<file path="src/rtl/mem_stage.sv">
// rtl/mem_stage.sv - MIPS memory stage: data_ok wait, load align/merge, flush discard, decode forwarding
// Optional: define MS_LOAD_FWD_EN to forward load data to decode in the data_ok cycle.
module mem_stage #(
    parameter int ES_TO_MS_BUS_WD = 161,
    parameter int MS_TO_WS_BUS_WD = 152
) (
    input  logic                       clk,
    input  logic                       reset,
    input  logic                       ws_allowin,
    output logic                       ms_allowin,
    input  logic                       es_to_ms_valid,
    input  logic [ES_TO_MS_BUS_WD-1:0] es_to_ms_bus,
    input  logic                       es_req_fire,
    output logic                       ms_to_ws_valid,
    output logic [MS_TO_WS_BUS_WD-1:0] ms_to_ws_bus,
    input  logic [31:0]                data_sram_rdata,
    input  logic                       data_sram_dataok,
    input  logic                       ws_handle_ex,
    output logic                       ms_handle_ex,
    output logic                       ms_fwd_valid,
    output logic [4:0]                 ms_fwd_dest,
    output logic [31:0]                ms_fwd_data,
    output logic                       ms_fwd_block
);

    logic                       ms_valid_q;
    logic [ES_TO_MS_BUS_WD-1:0] es_bus_q;
    logic                       wait_data_q;
    logic                       data_buf_valid_q;
    logic [31:0]                data_buf_q;
    logic [1:0]                 discard_cnt_q;
    logic [1:0]                 discard_cnt_d;

    logic        ex, bd, eret, mtc0, res_from_cp0, res_from_mem, gr_we;
    logic        lb, lbu, lh, lhu, lwl, lwr;
    logic [4:0]  exccode, dest;
    logic [31:0] badvaddr, rt_value, alu_result, pc;
    logic [7:0]  cp0_addr;
    logic [1:0]  addr_low;

    assign ex           = es_bus_q[160];
    assign exccode      = es_bus_q[159:155];
    assign bd           = es_bus_q[154];
    assign badvaddr     = es_bus_q[153:122];
    assign eret         = es_bus_q[121];
    assign mtc0         = es_bus_q[120];
    assign cp0_addr     = es_bus_q[119:112];
    assign rt_value     = es_bus_q[111:80];
    assign res_from_cp0 = es_bus_q[79];
    assign res_from_mem = es_bus_q[78];
    assign addr_low     = es_bus_q[77:76];
    assign lb           = es_bus_q[75];
    assign lbu          = es_bus_q[74];
    assign lh           = es_bus_q[73];
    assign lhu          = es_bus_q[72];
    assign lwl          = es_bus_q[71];
    assign lwr          = es_bus_q[70];
    assign gr_we        = es_bus_q[69];
    assign dest         = es_bus_q[68:64];
    assign alu_result   = es_bus_q[63:32];
    assign pc           = es_bus_q[31:0];

    // A response is ours only once every response owed to flushed requests has drained.
    logic accept_ok, capture_ok, ms_ready_go, pending_lost, fwd_avail;
    assign accept_ok    = data_sram_dataok && (discard_cnt_q == 2'd0);
    assign capture_ok   = ms_valid_q && wait_data_q && !data_buf_valid_q && accept_ok;
    assign ms_ready_go  = !wait_data_q || data_buf_valid_q || accept_ok;
    assign ms_allowin   = !ms_valid_q || (ms_ready_go && ws_allowin);
    assign ms_to_ws_valid = ms_valid_q && ms_ready_go;
    assign pending_lost = ms_valid_q && wait_data_q && !data_buf_valid_q && !accept_ok;

`ifdef MS_LOAD_FWD_EN
    assign fwd_avail = !wait_data_q || data_buf_valid_q || accept_ok;
`else
    assign fwd_avail = !wait_data_q || data_buf_valid_q;
`endif

    always_comb begin
        logic [1:0] inc;
        logic [1:0] dec;
        inc = {1'b0, ws_handle_ex && pending_lost} + {1'b0, ws_handle_ex && es_req_fire};
        dec = {1'b0, data_sram_dataok && (discard_cnt_q != 2'd0)};
        discard_cnt_d = discard_cnt_q + inc - dec;
    end

    logic [31:0] ld, load_result, final_result;
    logic [7:0]  ld_b;
    logic [15:0] ld_h;
    assign ld   = data_buf_valid_q ? data_buf_q : data_sram_rdata;
    assign ld_h = addr_low[1] ? ld[31:16] : ld[15:0];

    always_comb begin
        ld_b = ld[7:0];
        case (addr_low)
            2'd0: ld_b = ld[7:0];
            2'd1: ld_b = ld[15:8];
            2'd2: ld_b = ld[23:16];
            2'd3: ld_b = ld[31:24];
            default: ld_b = ld[7:0];
        endcase
    end

    always_comb begin
        load_result = ld;
        if (lb)
            load_result = {{24{ld_b[7]}}, ld_b};
        else if (lbu)
            load_result = {24'd0, ld_b};
        else if (lh)
            load_result = {{16{ld_h[15]}}, ld_h};
        else if (lhu)
            load_result = {16'd0, ld_h};
        else if (lwl) begin
            case (addr_low)
                2'd0: load_result = {ld[7:0], rt_value[23:0]};
                2'd1: load_result = {ld[15:0], rt_value[15:0]};
                2'd2: load_result = {ld[23:0], rt_value[7:0]};
                default: load_result = ld;
            endcase
        end else if (lwr) begin
            case (addr_low)
                2'd0: load_result = ld;
                2'd1: load_result = {rt_value[31:24], ld[31:8]};
                2'd2: load_result = {rt_value[31:16], ld[31:16]};
                default: load_result = {rt_value[31:8], ld[31:24]};
            endcase
        end
    end

    assign final_result = res_from_mem ? load_result : alu_result;

    assign ms_to_ws_bus = {ex, exccode, bd, badvaddr, eret, mtc0, cp0_addr, rt_value,
                           res_from_cp0, gr_we, dest, final_result, pc};

    assign ms_handle_ex = ms_valid_q && (ex || eret);
    assign ms_fwd_valid = ms_valid_q && gr_we && !ex;
    assign ms_fwd_dest  = dest;
    assign ms_fwd_data  = final_result;
    assign ms_fwd_block = ms_valid_q && res_from_mem && !ex && !fwd_avail;

    // data_buf is captured on every accepted response, even if the instruction leaves this cycle.
    always_ff @(posedge clk or posedge reset) begin
        if (reset) begin
            ms_valid_q       <= 1'b0;
            es_bus_q         <= '0;
            wait_data_q      <= 1'b0;
            data_buf_valid_q <= 1'b0;
            data_buf_q       <= 32'd0;
            discard_cnt_q    <= 2'd0;
        end else begin
            discard_cnt_q <= discard_cnt_d;
            if (capture_ok) begin
                data_buf_q       <= data_sram_rdata;
                data_buf_valid_q <= 1'b1;
            end
            if (ws_handle_ex) begin
                ms_valid_q       <= 1'b0;
                wait_data_q      <= 1'b0;
                data_buf_valid_q <= 1'b0;
            end else if (ms_allowin) begin
                ms_valid_q       <= es_to_ms_valid;
                wait_data_q      <= es_to_ms_valid && es_req_fire;
                data_buf_valid_q <= 1'b0;
                if (es_to_ms_valid)
                    es_bus_q <= es_to_ms_bus;
            end
        end
    end

endmodule

</file>
<file path="config.mk">
export PLATFORM = sky130hd
export DESIGN_NAME = mem_stage
export DESIGN_NICKNAME = d
export VERILOG_FILES = /design/src/rtl/mem_stage.sv
export SDC_FILE = /design/constraint.sdc
export NUM_CORES = 1
export LEC_CHECK = 0
export BUFFER_PORTS_ARGS = -buffer_cell sky130_fd_sc_hd__buf_2
export CORE_MARGIN = 2
export CORE_UTILIZATION = 51
export CTS_CLUSTER_SIZE = 10
export DETAILED_ROUTE_END_ITERATION = 6
export GPL_ROUTABILITY_DRIVEN = 0
export HOLD_SLACK_MARGIN = 0.15
export PLACE_DENSITY = 0.81
export RECOVER_POWER = 25
export SYNTH_ARGS = -nofsm -noshare
export SYNTH_HDL_FRONTEND = slang
export SYNTH_SLANG_ARGS = --single-unit
</file>
<file path="constraint.sdc">
create_clock -name clk -period 7.2 [get_ports clk]
set_input_delay 0.36 -clock clk [delete_from_list [all_inputs] [get_ports clk]]
set_output_delay 0.36 -clock clk [all_outputs]
set_load 0.02 [all_outputs]
</file>
-- After elaboration in Yosys (flattened, before gate mapping)
Cells that the tools add are included.
- add/subtract/negate cells: 3
- eq/ne operators: 3
- multiplexer cells: 19
- bitwise operators: 1
- reductions and logical operators: 33
- operators by type and width (operator ; number):
    $mux 32 ; 8
    $pmux 32 s3 ; 2
    $pmux 8 s4 ; 1
    $logic_and 1x1->1 ; 17
    $mux 16 ; 1
    $mux 1 ; 7
    $logic_not 1->1 ; 6
    $eq 2x2->1 const B ; 2
    $logic_not 2->1 ; 2
    $logic_or 1x1->1 ; 4
    $reduce_bool 2->1 ; 2
    $reduce_and 3->1 ; 1
    $reduce_bool 3->1 ; 1
    $add 1x1->2 ; 1
    $add 2x2->2 ; 1
    $eq 2x1->1 const B ; 1
    $sub 2x1->2 ; 1
    $not 1->1 ; 1
- bits in registers: 198
- bits of input ports: 200
- output and inout port bits: 194
- word-level logic and storage cells: 65

-- Depth between registers and ports, before layout
- depth in word-level cells: 9
- gate-level depth with buffers: 9

-- Worst setup path before layout
OpenSTA, ideal clock, no wires.
- path kind: reg2out
- start point: register es_bus_q[77]
- end point: output port ms_to_ws_bus[47]
- arrival: 2.334 ns
- data required time: 6.840 ns
- setup slack: 4.506 ns
- stages on the path, launching flop included: 9
- path buffers: 4
- cell sequence: dfrtp_1 -> clkbuf_2 -> buf_2 -> o21ai_2 -> buf_2 -> a32oi_1 -> a41o_1 -> o32ai_1 -> buf_4
- cells in the longest elaborated chain, start to end: 9
- elaborated cells between the ends (all ways): 15
- classes of those cells: eq/ne (3); mux (11); reduce/logical (1)
- RTL lines (item ; line ; source):
    from (decl) ; 27 ; logic [ES_TO_MS_BUS_WD-1:0] es_bus_q;
    from (signal assigned) ; 165 ; es_bus_q <= es_to_ms_bus;
    $eq 2x2->1 (tied with other cells) ; 94, 114, 121 ;
    $pmux 32 s3 ; 121 ; case (addr_low)
    $mux 32 ; 120 ; end else if (lwr) begin
    $mux 32 ; 113 ; else if (lwl) begin
    $mux 32 ; 111 ; else if (lhu)
    $mux 32 ; 109 ; else if (lh)
    $mux 32 ; 107 ; else if (lbu)
    $mux 32 * ; 105 ; if (lb)
    $mux 32 * ; 130 ; assign final_result = res_from_mem ? load_result : alu_result;
    to (decl) ; 15 ; output logic [MS_TO_WS_BUS_WD-1:0] ms_to_ws_bus,
Every way passes the cells marked *; elsewhere a longest branch is shown, timed or not.

-- Worst setup path after layout
- start point: register es_bus_q[74]
- end point: output port ms_to_ws_bus[55]
- cells in the longest elaborated chain, start to end: 3
- RTL lines (item ; line):
    $mux 32 ; 107
    $mux 32 ; 105
    $mux 32 ; 130
Every way passes these cells.

==> metrics.md <==
| Metric | Value |
|---|---|
| Outcome | `finished, violations left` |
| Violations in the final reports | `design-rule violations` |
| H-tree Lvls | `4` |
| Mapped Area | `11570 um2` |
| Die area | `23900 um2` |
| CP required | `6840 ps` |
| Crit path capture type | `primary output` |
| Core ar. | `22430 um2` |
| Final slew viol count | `0` |
| TritonCTS buffer count | `17` |
| Initial core utilization | `roughly half` |
| Critical setup path kind | `flop to primary output` |
| Setup violators final | `0` |
| Leakage | `between 6 and 7 nW` |
| Worst Clk Skew | `about 25 ps` |
| Main flop type after synthesis | `dfrtp_1` |
| Worst skew pair latency | `460 ps` |
| I/O Pins | `394` |
| Post-synth ARST share | `100.0%` |
| Cts repair resizes | `0` |
| Worst setup SP type | `flop` |
| CP top delay family | `simple AND/OR/NAND/NOR gates` |
| Worst-path clk slew | `100 ps` |
| FP Rows | `55` |
| Setup TNS Final | `0 ps` |
| Critical Path Source | `es_bus_q[74]` |
| Core Util, Final | `about 64%` |
| Crit-path max cell delay | `700 ps` |
| Via density | `roughly 5.7` |
| Syn Nets | `1237` |
| PortBufs | `393` |
| CP bufs+invs | `1` |
| Sequential share of the synthesized area | `between 40% and 50%` |
| Hold Slack | `138.7 ps` |
| Critical path depth | `6` |
| Area growth, synth to finish | `25.03%` |
| CP max stage cell | `nor2_1` |
| Worst slew pin tran | `about 1000 ps` |
| Via count | `roughly 9700` |
| Flops & latches, synth | `just under 200` |
| Post-Syn Instances | `slightly above 1000` |
| Overflow after GRT | `0` |
| Total GRT Usage | `between 30% and 40%` |
| Routed Antenna Nets | `0` |
| Worst reg2reg endpoint | `es_bus_q[97]` |
| Tcrit/Tclk final | `about half` |
| Longest Clk Path Bufs | `2` |
| DR iter-0 viols | `1022` |
| Initial DRT Pass Iterations | `7` |
| Worst rel slew slack | `31.48%` |
| RSZ-0062 raised after global routing | `false` |
| R2r setup slk | `4350 ps` |
| Number of global-route vias before repair | `9821` |
| Crit path DAT | `3320 ps` |
| Average size of a mapped cell | `11.18 um2` |
| Critical Path Sink | `ms_to_ws_bus[55]` |
| Die X | `154.6 um` |
| CTS tree | `yes` |
| DR DRC count | `15` |
| Num Clock Sinks | `198` |
| Final nets | `1582` |
| Highest clock rate | `~0.27 GHz` |
| Non-Filler Instances | `1679` |
| Wire length of the first global-routing pass | `57.60 mm` |
| Worst vdd ir | `0.1646 mV` |
| Commonest non-fill, non-tap cell in the layout | `buf_2` |
| Wirelength, routed | `38.57 mm` |
| Power per cell area | `279.0 nW/um2` |
| R2R Path Start | `data_buf_valid_q` |
| Commonest non-fill, non-tap cells in the layout | `380 x buf_2, 197 x dfrtp_1, 150 x dlygate4sd3_1` |
| Initial antenna violation count | `3` |
| Largest net degree at the start of global routing | `162` |
| EDFF count, synth | `0` |
| Cell count after placement | `approximately 1500` |
| Layout cells sized above 1 | `a little over two fifths` |
| Min Tclk post-route | `3681 ps` |
| R2R cell count | `6` |
| Number of max-cap violations | `0` |
| Drt wl/cell | `about 23 um` |
| CTS root buffer | `clkbuf_16` |
| Die span in y | `154.6 um` |
| Detailed Place HPWL | `around 26 mm` |
| Worst-path cell chain | `nor2_1, o21a_1, nor2b_1, nand3_1, a21oi_1, buf_2` |
| Count of different cell masters after synthesis | `60` |
| YS warnings | `0` |
| CP max FO | `12` |
| Hold crit path type | `primary input to asynchronous set/reset pin` |
| Final Hold Fails | `0` |
[cells by family (layout without fill, tap and decap cells)]
| group | after synthesis | count (layout) | share of synthesized area, % |
|---|---|---|---|
| xor gates and xnor gates | 2 | 2 | 0.1514 |
| and+or+nand+nor | 157 | 157 | 6.468 |
| muxes | 264 | 264 | 25.67 |
| other | 0 | 1 | 0 |
| DFF | 198 | 198 | 42.83 |
| adders and majority gates | 2 | 2 | 0.2812 |
| AOI/OAI and AO/OA | 178 | 178 | 10.32 |
| buffers and inverters | 234 | 592 | 14.29 |
[cell usage after synthesis, types with 2 or more instances]
cell      number  share of area, %
mux4_2         2              0.39
o21ai_2        2              0.15
buf_6          2              0.19
o21a_1         3              0.19
a22oi_1        7              0.45
nand3_1       23               1.0
a211oi_1       2              0.13
o21ai_0       49               2.1
mux2_1        90               8.8
and2_1         4              0.22
inv_1          7              0.23
xnor2_1        2              0.15
clkbuf_1      31               1.0
buf_4        168                11
nor2b_1        8              0.43
mux2i_1       33               2.9
a221oi_1      19               1.4
nand2b_1       8              0.43
and3b_1        3              0.23
nor3_1         5              0.22
nor2_1        65               2.1
buf_8         10               1.3
mux2_2       138                13
a21oi_1       42               1.8
nand3b_1       3              0.19
o221ai_1       8              0.61
o22ai_1       11              0.59
o22ai_2        6              0.65
or2_2          3              0.16
a211o_1        2              0.15
nor3b_2        3              0.32
o211ai_1      13              0.84
buf_2         12              0.52
nand2_1       28              0.91
dfrtp_1      198                43
[cell type report]
| class | count | area (um2) |
|---|---|---|
| timing repair buffer | 551 | 3525 |
| multi-input combinational | 603 | 4967 |
| clock buffer | 17 | 425.4 |
| fill | 1674 | 7970 |
| inverter | 9 | 41.29 |
| tap | 285 | 356.6 |
| sequential | 198 | 4956 |
| clock inverter | 15 | 190.2 |
| antenna | 1 | 2.502 |
[worst min-delay path by stage]
| stage | depth (start not counted) | end | startpoint |
|---|---|---|---|
| 3_3_place_gp | 1 | es_bus_q[29] | es_bus_q[29] |
| 6_report | 2 | es_bus_q[105] | reset |
| 2_1_floorplan | 1 | ms_valid_q | ws_handle_ex |
| 5_1_grt | 2 | data_buf_q[16] | data_sram_rdata[16] |
| 3_5_place_dp | 1 | es_bus_q[19] | es_bus_q[19] |
| 4_1_cts | 2 | es_bus_q[110] | es_to_ms_bus[110] |
[what timing repair did]
item | in CTS | in global routing
hold endpoints to repair | 149 | 1
setup buffers | 0 | 0
hold buffers | 149 | 1
[where the power goes]
group | total [mW] | switching, mW | internal [mW]
Sequential | 1.52 | 0.197 | 1.33
Clock | 1.00 | 0.523 | 0.477
Combinational | 1.51 | 0.918 | 0.594
Total | 4.04 | 1.64 | 2.40
[per-layer routing]
layer	routed length, um	share of wire (%)	vias to the layer above	global-route usage [%]
met5	11	0.029	-	0
met4	2169	5.6	2	17.72
met3	3283	8.5	138	7.341
met2	19650	51	620	55.57
met1	13460	35	4664	35.97
li1	-	-	4227	-
[metrics by stage]
stage / total power [mW] / setup slack (ps) / area [um2]
floorplan: 2.691 / 1443 / 11570
global placement: 2.894 / 4313 / 12360
detailed placement: 2.932 / 4244 / 12360
CTS: 3.986 / 3728 / 14470
global route: 4.200 / 3498 / 14460
finish: 4.036 / 3519 / 14460
[registers in the layout, summed over array words and instances, names as in the netlist]
signal and count:
data_buf_q 32, data_buf_valid_q 1, discard_cnt_q 2, es_bus_q 161, ms_valid_q 1, wait_data_q 1
Power figures use the tool's default switching activity.
